File: src/rtl/issue_sched_pkg.sv
// Shared definitions for the issue scheduler: CDB source codes, default unit
// latencies and the CDB reservation slot entry.
package issue_sched_pkg;

  localparam logic [1:0] SRC_INT  = 2'd0;
  localparam logic [1:0] SRC_MULT = 2'd1;
  localparam logic [1:0] SRC_DIV  = 2'd2;

  localparam int MULT_LAT_DEF = 4;
  localparam int DIV_LAT_DEF  = 6;

  typedef struct packed {
    logic       valid;
    logic [1:0] src;
  } slot_t;

endpackage

File: src/rtl/cdb_slot_shreg.sv
// CDB reservation shift register: entry k books the bus k cycles from now.
// Shifts toward entry 0 every edge; a booking lands at its post-shift index.
module cdb_slot_shreg
  import issue_sched_pkg::*;
#(
  parameter int DEPTH = DIV_LAT_DEF
) (
  input  logic                     clk,
  input  logic                     rst_ni,
  input  logic                     wr_en_i,
  input  logic [$clog2(DEPTH)-1:0] wr_idx_i,
  input  logic [1:0]               wr_src_i,
  output logic [DEPTH:0]           slot_v_o,
  output slot_t                    head_o
);

  localparam int IW = $clog2(DEPTH);

  slot_t [DEPTH-1:0] slot_q;
  slot_t [DEPTH-1:0] slot_d;

  for (genvar gi = 0; gi < DEPTH; gi++) begin : g_slot
    slot_t shifted;
    if (gi == DEPTH - 1) begin : g_top
      assign shifted = '0;
    end else begin : g_mid
      assign shifted = slot_q[gi+1];
    end
    assign slot_d[gi]   = (wr_en_i && (wr_idx_i == IW'(gi))) ? slot_t'{valid: 1'b1, src: wr_src_i}
                                                              : shifted;
    assign slot_v_o[gi] = slot_q[gi].valid;
  end

  // One past the top is never booked, so the divider always sees a free slot.
  assign slot_v_o[DEPTH] = 1'b0;
  assign head_o          = slot_q[0];

  always_ff @(posedge clk or negedge rst_ni) begin
    if (!rst_ni) begin
      slot_q <= '0;
    end else begin
      slot_q <= slot_d;
    end
  end

endmodule

File: src/rtl/issue_sched.sv
// Issue scheduler: grants at most one ready queue per cycle so that results
// from the integer, multiplier and divider units never collide on the CDB.
module issue_sched
  import issue_sched_pkg::*;
#(
  parameter int MULT_LAT   = MULT_LAT_DEF,
  parameter int DIV_LAT    = DIV_LAT_DEF,
  parameter int STARVE_MAX = 3
) (
  input  logic       clk,
  input  logic       reset,
  input  logic       issueint_ready,
  input  logic       issuemult_ready,
  input  logic       issuediv_ready,
  output logic       issueint_done,
  output logic       issuemult_done,
  output logic       issuediv_done,
  output logic       cdb_grant_valid,
  output logic [1:0] cdb_grant_src
);

  localparam int IW = $clog2(DIV_LAT);
  localparam int CW = $clog2(DIV_LAT);
  localparam int SW = $clog2(STARVE_MAX + 1);

  logic [DIV_LAT:0] slot_v;
  slot_t            head;
  logic             slot_v_unused;

  logic [CW-1:0] div_cnt_q, div_cnt_d;
  logic [SW-1:0] int_wait_q, int_wait_d;

  logic          int_elig, mult_elig, div_elig, starved;
  logic          grant_int, grant_mult, grant_div;
  logic          wr_en;
  logic [IW-1:0] wr_idx;
  logic [1:0]    wr_src;

  // A unit with latency L writes post-shift index L-1, i.e. pre-shift index L.
  assign int_elig  = issueint_ready & ~slot_v[1];
  assign mult_elig = issuemult_ready & ~slot_v[MULT_LAT];
  assign div_elig  = issuediv_ready & ~slot_v[DIV_LAT] & (div_cnt_q == '0);
  assign starved   = (int_wait_q == SW'(STARVE_MAX));

  always_comb begin
    grant_int  = 1'b0;
    grant_mult = 1'b0;
    grant_div  = 1'b0;
    // A starved integer queue blocks everyone else until its slot drains.
    if (starved)        grant_int  = int_elig;
    else if (div_elig)  grant_div  = 1'b1;
    else if (mult_elig) grant_mult = 1'b1;
    else                grant_int  = int_elig;
  end

  always_comb begin
    wr_en  = grant_int | grant_mult | grant_div;
    wr_idx = '0;
    wr_src = SRC_INT;
    if (grant_div) begin
      wr_idx = IW'(DIV_LAT - 1);
      wr_src = SRC_DIV;
    end else if (grant_mult) begin
      wr_idx = IW'(MULT_LAT - 1);
      wr_src = SRC_MULT;
    end
  end

  always_comb begin
    div_cnt_d = div_cnt_q;
    if (grant_div)              div_cnt_d = CW'(DIV_LAT - 1);
    else if (div_cnt_q != '0)   div_cnt_d = div_cnt_q - 1'b1;
    int_wait_d = '0;
    if (issueint_ready && !grant_int) begin
      int_wait_d = starved ? int_wait_q : int_wait_q + 1'b1;
    end
  end

  always_ff @(posedge clk or negedge reset) begin
    if (!reset) begin
      div_cnt_q  <= '0;
      int_wait_q <= '0;
    end else begin
      div_cnt_q  <= div_cnt_d;
      int_wait_q <= int_wait_d;
    end
  end

  cdb_slot_shreg #(
    .DEPTH (DIV_LAT)
  ) u_slots (
    .clk      (clk),
    .rst_ni   (reset),
    .wr_en_i  (wr_en),
    .wr_idx_i (wr_idx),
    .wr_src_i (wr_src),
    .slot_v_o (slot_v),
    .head_o   (head)
  );

  assign slot_v_unused = ^slot_v;

  // Grants are held low while reset is asserted, even with ready inputs high.
  assign issueint_done   = grant_int & reset;
  assign issuemult_done  = grant_mult & reset;
  assign issuediv_done   = grant_div & reset;
  assign cdb_grant_valid = head.valid;
  assign cdb_grant_src   = head.src;

endmodule

File: config.mk
export PLATFORM = sky130hd
export DESIGN_NAME = issue_sched
export DESIGN_NICKNAME = d
export VERILOG_FILES = /design/src/rtl/issue_sched_pkg.sv /design/src/rtl/cdb_slot_shreg.sv /design/src/rtl/issue_sched.sv
export SDC_FILE = /design/constraint.sdc
export NUM_CORES = 1
export LEC_CHECK = 0
export CORE_MARGIN = 2
export CORE_UTILIZATION = 45
export CTS_BUF_LIST = sky130_fd_sc_hd__clkbuf_4 sky130_fd_sc_hd__clkbuf_8
export DETAILED_ROUTE_END_ITERATION = 12
export PLACE_DENSITY = 0.67
export SLEW_MARGIN = 20
export SYNTH_ARGS = -nofsm -noshare
export SYNTH_HDL_FRONTEND = slang
export SYNTH_SLANG_ARGS = --single-unit
File: constraint.sdc
create_clock -name clk -period 3.1 [get_ports clk]
set_input_delay 0.465 -clock clk [delete_from_list [all_inputs] [get_ports clk]]
set_output_delay 0.465 -clock clk [all_outputs]
set_load 0.01 [all_outputs]
After elaboration in Yosys (flattened, before gate mapping)
Cells that the tools add are included.

Bits in registers: 23. Latch bits: 0. RAM bits: 0. Bits in read-only memories: 0. Input port bits: 5. Output and inout port bits: 6. Logic and storage cells: 67. Memories kept: 0.

$add $sub $neg: 2. $mul: 0. Divide/modulo/power cells: 0. $lt $le $gt $ge: 0. Equal/unequal tests: 7. Shift-type cells: 0. Mux-type cells: 22. Bitwise logic cells: 10. Reductions and logical operators: 12.

Operators with widths (number): 3-bit 2-to-1 mux (9); 1-bit 2-to-1 mux (9); 2-bit 2-to-1 mux (4); 1-bit logical AND (7); 1-bit AND (6); 3-bit by 2-bit equality test with 1-bit output, second input constant (2); 3-bit equality test, second input constant (2); 3-bit logical NOT (2); 3-bit by 1-bit equality test with 1-bit output, second input constant (1); 3-bit nonzero test (1); 3-bit by 1-bit subtractor with 3-bit output, second input constant (1); 2-bit by 1-bit adder with 2-bit output, second input constant (1); 2-bit equality test, second input constant (1); 2-bit != test, second input constant (1); 1-bit NOT (2); 1-bit bitwise OR (2); 2-bit nonzero test (1); 1-bit logical NOT (1).

Longest topological paths before layout
Gate-level depths: netlist (run 1).

Depth after elaboration: 10. Mapped depth: 6. Depth with buffers taken out: 5.

By module
Synthesis (run 1) repeated with hierarchy kept, for this count alone.

Cell total of the unflattened synthesis: 84. Area total of the unflattened synthesis: 1103.6 um^2.

Modules (own cells, without submodules): cdb_slot_shreg (times used 1, cells each 49, area an instance 734.5 um^2, seq. area each 450.4 um^2); issue_sched (times used 1, cells each 35, area an instance 369.1 um^2, seq. area each 125.1 um^2).

Worst setup path after synthesis (run 1)
OpenSTA, ideal clock, no wires.

Path type: register to output. From: reg div_cnt_q[0]. To: out issueint_done. Data arrival time: 1.279 ns. Data required time: 2.635 ns. Slack: 1.356 ns. Cell stages (with the launch flop): 7. Buffers on the path: 1. Cells stage by stage: dfrtp_1 > inv_1 > ha_1 > nand3b_4 > and4b_1 > buf_6 > o21a_1.

Longest elaborated chain between the ends: 5.

RTL lines: from (decl) (line issue_sched.sv:30) `logic [CW-1:0] div_cnt_q, div_cnt_d;`; from (signal assigned) (line issue_sched.sv:84) `div_cnt_q <= div_cnt_d;`; 3-bit logical NOT (line issue_sched.sv:42) `assign div_elig = issuediv_ready & ~slot_v[DIV_LAT] & (div_cnt_q == '0);`; 1-bit AND (line issue_sched.sv:42); 1-bit 2-to-1 mux (line issue_sched.sv:51) `else if (div_elig) grant_div = 1'b1;`; 1-bit 2-to-1 mux (line issue_sched.sv:50) `if (starved) grant_int = int_elig;`; 1-bit AND (line issue_sched.sv:104) `assign issueint_done = grant_int & reset;`; to (decl) (line issue_sched.sv:15) `output logic issueint_done,`.

Every way passes these cells.

Worst setup path in the final report (run 1)
Ends and elaborated chain as after synthesis.

==> summary.md, run 1 <==
| Metric | Value |
|---|---|
| Status | finished clean |
| Hold Path Stages | 0 |
| Worst Reg-to-Reg Cells | 5 |
| CTS Buf Count | 3 |
| Clk slew on worst S/H paths | 0.10 ns |
| Grt ovf | 0 |
| Final setup margin | 0.466 ns |
| Most frequent cells in the layout | dfrtp_1 (22), clkdlybuf4s50_1 (10), nand2b_1 (6), inv_1 (4), nand2_1 (4) |
| Hold Path End | u_slots.g_slot[0].shifted[0] |
| Hold path startpoint | u_slots.g_slot[1].shifted[0] |
| Critical Path AT | 2.17 ns |
| Worst path max stage delay | 0.52 ns |
| Critical path launch point type | flip-flop |
| I/O pins | 11 |
| Synth warn | 0 |
| Largest net degree at the start of global routing | 13 |
| R2R Setup Slk | 1.61 ns |
| Core Footprint | 1900 sq um |
| Final Wtd Congestion | 0.769 |
| Max frequency | 380 MHz |
| Die Y | 48.3 microns |
| Post-route DRC violation count | 0 |
| EDFF count, synth | 0 |
| Initial antenna violation count | 0 |
| Synth Net Count | 80 |
| Mapped Area | 883 sq um |
| Power, Total | 0.000716 W |
| RR Endpoint | int_wait_q[1] |
| Fin crit period | 2.63 ns |
| # rows | 16 |
| Worst Hold Class | flip-flop to flip-flop |
| Worst hold slack | 0.358 ns |
| Hold-fix buffers at CTS | 0 |
| Syn-to-layout area delta | 14.3% |
| H-tree levels | 1 |
| Met2 routed WL | 593 microns |
| Synth Flop Type | dfrtp_1 |
| Inserted Diodes | 0 |
| Most common cell after layout, fill and taps aside | dfrtp_1 |
| Initial DRC Count | 5 |
| Crit-path cells | inv_1 -> ha_1 -> nand3b_4 -> and4b_1 -> o21a_1 -> clkdlybuf4s50_1 |
| Final period utilization | 85.0% |
| RSZ-0062 raised after global routing | no |
| Routed Antenna Nets | 0 |
| Critical register-to-register path startpoint | div_cnt_q[0] |
| Die area | 2330 sq um |
| Vias in the first global route | 517 |
| Kind of critical path | flip-flop to primary output |
| Vias | 490 |
| Clock sink count | 22 |
| Count of pins over their slew limit | 0 |
| Gate Count Post-Synth | 72 |
| Drt first pass iters | 4 |
| Register bit total from synthesis | 22 |
| DP HPWL | 950 microns |
| IO Port Bufs | 10 |
| Vias/cell | 4.71 |
| Netlist cell types | 25 |
| Finished Core Util | 53.1% |
| First-pass GRT wire length | 2.24 mm |
| Met3 WL post-DR | 46 microns |
| Max-Cap Viols | 0 |
| Effective utilization at floorplan | 46.4% |
| Crit-path max FO | 6 |
| Avg Cell Area, Syn | 12.3 sq um |
| CP Data Required Time | 2.63 ns |
| Clock Latency Late Sink | 0.29 ns |
| Post-cts gate resize count | 0 |
| Crit. End Element | primary output |
| Final Hold Fails | 0 |
| Setup TNS | 0 ns |
| Die X-Extent | 48.3 microns |
| Fin nets | 87 |
| Met1 WL | 523 microns |
| Layout cells sized above 1 | 13.0% |
| Post-CTS Setup Bufs | 0 |
| CTS Root Cell | clkbuf_4 |
| Clock skew | 0.00197 ns |
| Avg WL per Cell | 11.3 microns |
| CTS tree | yes |
| P_leak | 0.473 nW |
| VDD IR-drop max | 0.560 mV |
| Place WS | 0.552 ns |
| Max Root-Sink Buffers | 2 |
| Seq/Total Area, Yosys | 62.3% |
| Async S/R FF share, synth | 100% |
| Filler instances | 167 |
| Final WL | 1.18 mm |
| CP max-delay cell | clkdlybuf4s50_1 |
| Tot GR Track Use | 12.7% |
| Final setup fails | 0 |
| Max Used Layer | met4 |
| PwrDens | 709 nW/um^2 |
## Yosys cell counts (2+ instances only)
| library cell | number | area (sq um) |
|---|---|---|
| clkbuf_1 | 9 | 33.8 |
| dfrtp_1 | 22 | 551 |
| ha_1 | 3 | 37.5 |
| nand2b_1 | 6 | 37.5 |
| nor3_1 | 2 | 10.0 |
| a21oi_1 | 2 | 10.0 |
| nor3b_1 | 2 | 15.0 |
| nor2_1 | 3 | 11.3 |
| nand2_1 | 4 | 15.0 |
| inv_1 | 4 | 15.0 |
## per-stage QoR
stage,std cells,instance area (sq um)
after floorplan,72,883
after detailed placement,101,987
after global routing,104,1010
after CTS,104,1010
after global placement,101,987
final,104,1010
## where the power goes
group	total (W)	internal, W	switching (W)	leakage (nW)
clock	0.000119	0.0000452	0.0000742	0.0138
combinational	0.000213	0.000111	0.000102	0.189
sequential	0.000383	0.000354	0.0000294	0.270
## critical path, delay by kind of cell, from the launching register on
family / cells / cell delay [ns]
compound gates: 1 / 0.17
fa+ha+maj: 1 / 0.27
buf+inv: 2 / 0.59
flops: 1 / 0.38
simple gates: 2 / 0.46
## layout make-up
type	instances	area (sq um)	share of cell area (%)
sequential	22	551	54.5
multi-input combinational	36	273	27.0
timing repair buffer	12	115	11.4
tap	27	33.8	3.35
clock buffer	3	22.5	2.23
inverter	4	15.0	1.49
## state kept, by name, indices dropped and copies added, names as in the netlist
signal                  flops
div_cnt_q                   3
int_wait_q                  2
u_slots.g_slot.shifted     10
u_slots.head_o              3
u_slots.slot_v_o            4
## metal layers
layer / global-route usage [%] / vias to the layer above
met2: 19.0 / 8
met3: 4.32 / 2
met5: 0 / -
met4: 7.14 / 0
met1: 16.1 / 243
li1: - / 237
## logic make-up after synthesis
group	Yosys count	synth area share, %
buffers and inverters	14	6.80
adder cells (fa/ha/maj)	3	4.25
AND/OR/NAND/NOR	24	17.7
AO/OA/AOI/OAI	8	8.50
other	1	0.425
flip-flops	22	62.3
## worst max-delay path by stage
stage	to	slack, ns	startpoint
CTS	issueint_done	0.44	div_cnt_q[0]
global route	issueint_done	0.33	div_cnt_q[0]
detailed placement	issueint_done	0.55	issuediv_ready
finish	issueint_done	0.47	div_cnt_q[0]
floorplan	issueint_done	1.36	div_cnt_q[0]
global placement	issueint_done	0.58	issuediv_ready
No activity file was read; power rests on OpenSTA's default activity.
==> inputs of run 2 (changes only) <==
clock period = 2.6 ns   (was 3.1 ns; I/O delays follow)
==> summary.md, run 2 (synthesis gave the netlist of run 1 again) <==
| Metric | Value |
|---|---|
| Max-Cap Viols | 0 (unchanged) |
| CP bufs+invs | 2 (unchanged) |
| Register area | 551 sq um (unchanged) |
| Finished Core Util | 54.9% (was 53.1%) |
| H-tree levels | 1 (unchanged) |
| Inserted Diodes | 0 (unchanged) |
| # rows | 16 (unchanged) |
| Final setup fails | 0 (unchanged) |
| Initial antenna violation count | 0 (unchanged) |
| CTS tree | yes (unchanged) |
| Cell family with most CP delay | buffers and inverters (unchanged) |
| Vias/cell | 4.74 (was 4.71) |
| Final Wtd Congestion | 0.731 (was 0.769) |
| Max frequency | 406 MHz |
| Critical path launch point type | flip-flop (unchanged) |
| Combinational power share | 26.1% (was 29.8%) |
| Clock skew | 0.00182 ns (was 0.00197 ns) |
| First-pass GRT wire length | 2.17 mm (was 2.24 mm) |
| Crit-path cells | inv_1 -> ha_1 -> nand3b_4 -> and4b_2 -> o21a_1 -> clkdlybuf4s50_1 (was inv_1 -> ha_1 -> nand3b_4 -> and4b_1 -> o21a_1 -> clkdlybuf4s50_1) |
| Vias in the first global route | 529 (was 517) |
| Post-route DRC violation count | 0 (unchanged) |
| Core Footprint | 1900 sq um (unchanged) |
| RSZ-0062 raised after global routing | no (unchanged) |
| Max Root-Sink Buffers | 2 (unchanged) |
| Clk slew on worst S/H paths | 0.11 ns (was 0.10 ns) |
| Avg WL per Cell | 11.4 microns (was 11.3 microns) |
| Clock Power Share | 26.4% (was 16.7%) |
| CP max-delay cell | clkdlybuf4s50_1 (unchanged) |
| Vias | 498 (was 490) |
| Setup TNS | 0 ns (unchanged) |
| Syn-to-layout area delta | 18.1% (was 14.3%) |
| Most common cell after layout, fill and taps aside | dfrtp_1 (unchanged) |
| Crit. End Element | primary output (unchanged) |
| Fin crit period | 2.46 ns |
| DP HPWL | 888 microns (was 950 microns) |
| Tot GR Track Use | 12.5% (was 12.7%) |
| Footprint of the multi-input gates | 277 sq um (was 273 sq um) |
| Final Hold Fails | 0 (unchanged) |
| Routed Antenna Nets | 0 (unchanged) |
| Count of pins over their slew limit | 0 (unchanged) |
| VDD IR-drop max | 0.598 mV (was 0.560 mV) |
| Worst Hold Class | input pin to asynchronous set/reset pin (was flip-flop to flip-flop) |
| CTS Root Cell | clkbuf_4 (unchanged) |
| Worst path max stage delay | 0.47 ns (was 0.52 ns) |
| Most frequent cells in the layout | dfrtp_1 (22), clkdlybuf4s50_1 (10), nand2b_1 (6), inv_1 (4), nand2_1 (4) (unchanged) |
| I/O pins | 11 (unchanged) |
| Internal | 0.000712 W (was 0.000510 W) |
| Layout cells sized above 1 | 16.7% (was 13.0%) |
| Filler instances | 169 (was 167) |
| Drt first pass iters | 2 (was 4) |
| Final WL | 1.20 mm (was 1.18 mm) |
| Clock sink count | 22 (unchanged) |
| CP Data Required Time | 2.21 ns (was 2.63 ns) |
| Critical Path AT | 2.07 ns (was 2.17 ns) |
| Initial DRC Count | 5 (unchanged) |
| CTS Buf Count | 3 (unchanged) |
| PwrDens | 922 nW/um^2 (was 709 nW/um^2) |
| Max FFs per register | 10 (unchanged) |
| Status | finished clean (unchanged) |
| Die Y | 48.3 microns (unchanged) |
| Crit-path max FO | 5 (was 6) |
| Clock Latency Late Sink | 0.30 ns (was 0.29 ns) |
| Final period utilization | 94.7% |
| Effective utilization at floorplan | 46.4% (unchanged) |
| Switching Power | 0.000250 W (was 0.000206 W) |
| Grt ovf | 0 (unchanged) |
| Largest net degree at the start of global routing | 20 (was 13) |
| Seq pwr share | 47.5% (was 53.5%) |
| Die X-Extent | 48.3 microns (unchanged) |
| Die area | 2330 sq um (unchanged) |
| Fin nets | 87 (unchanged) |
| Kind of critical path | flip-flop to primary output (unchanged) |
| Hold-fix buffers at CTS | 0 (unchanged) |
| Sw frac | 26.0% (was 28.7%) |
| P_leak | 0.485 nW (was 0.473 nW) |
| IO Port Bufs | 10 (unchanged) |
==> run 2: cell count changes in the layout (fill, tap and decap cells not counted), sizes merged <==
cell,change
bufinv,+1
==> run 2: cell type report <==
type / count / area share (%)
Tap cell: 27 / 3.24
Inverter: 4 / 1.44
Sequential cell: 22 / 52.8
Multi-Input combinational cell: 36 / 26.5
Clock buffer: 3 / 2.16
Timing Repair Buffer: 12 / 11.0
Clock inverter: 1 / 2.88
==> run 2: routing by layer <==
layer / track usage, % / wire length, microns / vias to the layer above
li1: - / - / 235
met1: 14.6 / 536 / 247
met2: 20.4 / 578 / 11
met3: 2.16 / 43 / 5
met4: 10.0 / 44 / 0
met5: 0 / 0 / -
==> run 2: path summary, 6_finish.rpt <==
kind	startpoint	cells past startpoint	slack, ns	end
max in group asynchronous	reset	2	1.76	u_slots.g_slot[0].shifted[1]
min in group clk	u_slots.g_slot[2].shifted[0]	0	0.36	u_slots.g_slot[1].shifted[0]
worst max-delay path	div_cnt_q[0]	6	0.14	issueint_done
worst min register to register	u_slots.g_slot[2].shifted[0]	0	0.36	u_slots.g_slot[1].shifted[0]
worst min-delay path	reset	1	0.31	div_cnt_q[0]
worst max register to register	div_cnt_q[0]	6	1.02	int_wait_q[1]
==> run 2: repair_timing <==
item | in CTS | in global routing
buffers inserted | 0 | 1
setup endpoints to repair | 0 | 1
gates resized for setup | 0 | 2
==> run 2: power groups by stage <==
stage	Combinational, W	Sequential (W)	Clock [W]
global placement	0.000243	0.000462	0
detailed placement	0.000251	0.000466	0
CTS	0.000253	0.000458	0.000266
global route	0.000285	0.000468	0.000276
finish	0.000251	0.000457	0.000254
floorplan	0.000185	0.000463	0
==> run 2: per-stage QoR <==
| step | cells | hold WS [ns] | worst slack (ns) | power (W) | cell area, sq um |
|---|---|---|---|---|---|
| 2_1_floorplan | 72 | 0.0944 | 0.931 | 0.000648 | 883 |
| 3_3_place_gp | 100 | 0.333 | 0.224 | 0.000705 | 980 |
| 3_5_place_dp | 100 | 0.338 | 0.209 | 0.000717 | 980 |
| 4_1_cts | 104 | 0.301 | 0.00600 | 0.000976 | 1030 |
| 5_1_grt | 105 | 0.330 | 0.0305 | 0.00103 | 1040 |
| 6_report | 105 | 0.310 | 0.139 | 0.000962 | 1040 |
==> inputs of run 3 (changes only) <==
CORE_MARGIN = 1   (was 2)
GPL_ROUTABILITY_DRIVEN = 0   (was not set)
==> summary.md, run 3 (synthesis gave the netlist of run 1 again) <==
| Metric | Value |
|---|---|
| Initial antenna violation count | 0 (unchanged) |
| Max FFs per register | 10 (unchanged) |
| Die area | 2140 sq um (was 2330 sq um) |
| Worst Reg-to-Reg Cells | 6 (unchanged) |
| R2R Setup Slk | 1.05 ns (was 1.02 ns) |
| Max frequency | 410 MHz (was 406 MHz) |
| Fin crit period | 2.44 ns (was 2.46 ns) |
| Die Y | 46.3 microns (was 48.3 microns) |
| Routed Antenna Nets | 0 (unchanged) |
| Status | finished clean (unchanged) |
| Initial DRC Count | 7 (was 5) |
| P_leak | 0.485 nW (unchanged) |
| Most frequent cells in the layout | dfrtp_1 (22), clkdlybuf4s50_1 (10), nand2b_1 (6), inv_1 (4), nand2_1 (4) (unchanged) |
| Post-route DRC violation count | 0 (unchanged) |
| Clock Power Share | 26.2% (was 26.4%) |
| # rows | 15 (was 16) |
| CTS tree | yes (unchanged) |
| Finished Core Util | 58.4% (was 54.9%) |
| Worst path max stage delay | 0.47 ns (about the same) |
| Max Root-Sink Buffers | 2 (unchanged) |
| Critical register-to-register path startpoint | div_cnt_q[0] (unchanged) |
| Critical path launch point type | flip-flop (unchanged) |
| Count of pins over their slew limit | 0 (unchanged) |
| Clock Latency Late Sink | 0.30 ns (about the same) |
| CP Data Required Time | 2.21 ns (about the same) |
| Clk slew on worst S/H paths | 0.10 ns (was 0.11 ns) |
| DP HPWL | 850 microns (was 888 microns) |
| Crit-path cells | inv_1 -> ha_1 -> nand3b_4 -> and4b_2 -> o21a_1 -> clkdlybuf4s50_1 (unchanged) |
| Most common cell after layout, fill and taps aside | dfrtp_1 (unchanged) |
| Effective utilization at floorplan | 49.5% (was 46.4%) |
| Setup TNS | 0 ns (unchanged) |
| RR Endpoint | int_wait_q[1] (unchanged) |
| Kind of critical path | flip-flop to primary output (unchanged) |
| CTS Root Cell | clkbuf_4 (unchanged) |
| CP max-delay cell | clkdlybuf4s50_1 (unchanged) |
| First-pass GRT wire length | 1.90 mm (was 2.17 mm) |
| Largest net degree at the start of global routing | 20 (unchanged) |
| Vias | 492 (was 498) |
| Layout cells sized above 1 | 16.7% (unchanged) |
| Crit. End Element | primary output (unchanged) |
| IO Port Bufs | 10 (unchanged) |
| Sw frac | 25.7% (was 26.0%) |
| Hold-fix buffers at CTS | 0 (unchanged) |
| Critical Path AT | 2.05 ns (was 2.07 ns) |
| Worst Hold Class | input pin to asynchronous set/reset pin (unchanged) |
| H-tree levels | 1 (unchanged) |
| RSZ-0062 raised after global routing | no (unchanged) |
| Vias/cell | 4.78 (was 4.74) |
| Clock sink count | 22 (unchanged) |
| CTS Buf Count | 3 (unchanged) |
| Avg WL per Cell | 10.9 microns (was 11.4 microns) |
| Internal | 0.000711 W (was 0.000712 W) |
| Final setup fails | 0 (unchanged) |
| Final WL | 1.12 mm (was 1.20 mm) |
| Grt ovf | 0 (unchanged) |
| Final period utilization | 93.8% (was 94.7%) |
| Syn-to-layout area delta | 17.8% (was 18.1%) |
| Final Hold Fails | 0 (unchanged) |
| I/O pins | 11 (unchanged) |
| Inserted Diodes | 0 (unchanged) |
| Drt first pass iters | 4 (was 2) |
| Seq pwr share | 47.8% (was 47.5%) |
| Tot GR Track Use | 13.3% (was 12.5%) |
| Die X-Extent | 46.3 microns (was 48.3 microns) |
| Max-Cap Viols | 0 (unchanged) |
| Core Footprint | 1780 sq um (was 1900 sq um) |
| Fin nets | 87 (unchanged) |
| VDD IR-drop max | 0.603 mV (was 0.598 mV) |
| Clock skew | 0.0124 ns (was 0.00182 ns) |
| Vias in the first global route | 476 (was 529) |
| Crit-path max FO | 5 (unchanged) |
| PwrDens | 920 nW/um^2 (was 922 nW/um^2) |
| Worst hold slack | 0.332 ns (was 0.310 ns) |
| Switching Power | 0.000246 W (was 0.000250 W) |
| Combinational power share | 26.0% (was 26.1%) |
[run 3: cell counts in the layout (fill, tap and decap cells not counted)]
No cell type changed its count.
[run 3: area by class of cell]
type | instances | area, sq um
fill | 145 | 742
sequential | 22 | 551
multi-input combinational | 36 | 277
timing repair buffer | 12 | 115
tap | 25 | 31.3
clock inverter | 1 | 30.0
clock buffer | 3 | 22.5
inverter | 4 | 15.0
[run 3: metrics by stage]
step / cells / total power (W) / cell area [sq um] / setup WS (ns)
6_report: 103 / 0.000957 / 1040 / 0.161
5_1_grt: 103 / 0.00102 / 1040 / 0.0375
4_1_cts: 102 / 0.000971 / 1030 / 0.0368
3_5_place_dp: 98 / 0.000716 / 977 / 0.204
3_3_place_gp: 98 / 0.000705 / 977 / 0.223
2_1_floorplan: 72 / 0.000648 / 883 / 0.931
[run 3: metal layers]
metal  share of wire (%)  global-route usage [%]
met2                  49                    21.1
met3                 5.3                    5.88
met1                  46                    16.4
met4                   0                    3.53
met5                   0                       0
[run 3: how the worst max path moves through the flow]
stage / slack, ns / cells past startpoint / end / from
finish: 0.16 / 6 / issueint_done / div_cnt_q[0]
global route: 0.04 / 6 / issueint_done / div_cnt_q[0]
CTS: 0.04 / 6 / issueint_done / div_cnt_q[0]
detailed placement: 0.20 / 5 / issueint_done / issuediv_ready
floorplan: 0.93 / 6 / issueint_done / div_cnt_q[0]
global placement: 0.22 / 5 / issueint_done / issuediv_ready
[run 3: critical path: cells and delay by family (launching register included)]
family / cells / cell delay [ns]
flip-flops: 1 / 0.40
buffers and inverters: 2 / 0.56
adder cells (fa/ha/maj): 1 / 0.25
AND/OR/NAND/NOR: 2 / 0.35
AO/OA/AOI/OAI: 1 / 0.19
[run 3: power groups by stage]
stage / combinational [W] / clock, W / sequential, W
finish: 0.000249 / 0.000251 / 0.000458
global placement: 0.000243 / 0 / 0.000463
global route: 0.000284 / 0.000272 / 0.000469
floorplan: 0.000185 / 0 / 0.000463
detailed placement: 0.000249 / 0 / 0.000467
CTS: 0.000250 / 0.000261 / 0.000459
[run 3: timing repair]
| item | in CTS | in global routing |
|---|---|---|
| resized for setup | 0 | 2 |
| buffers inserted | 0 | 1 |
| endpoints found under the setup margin | 0 | 1 |
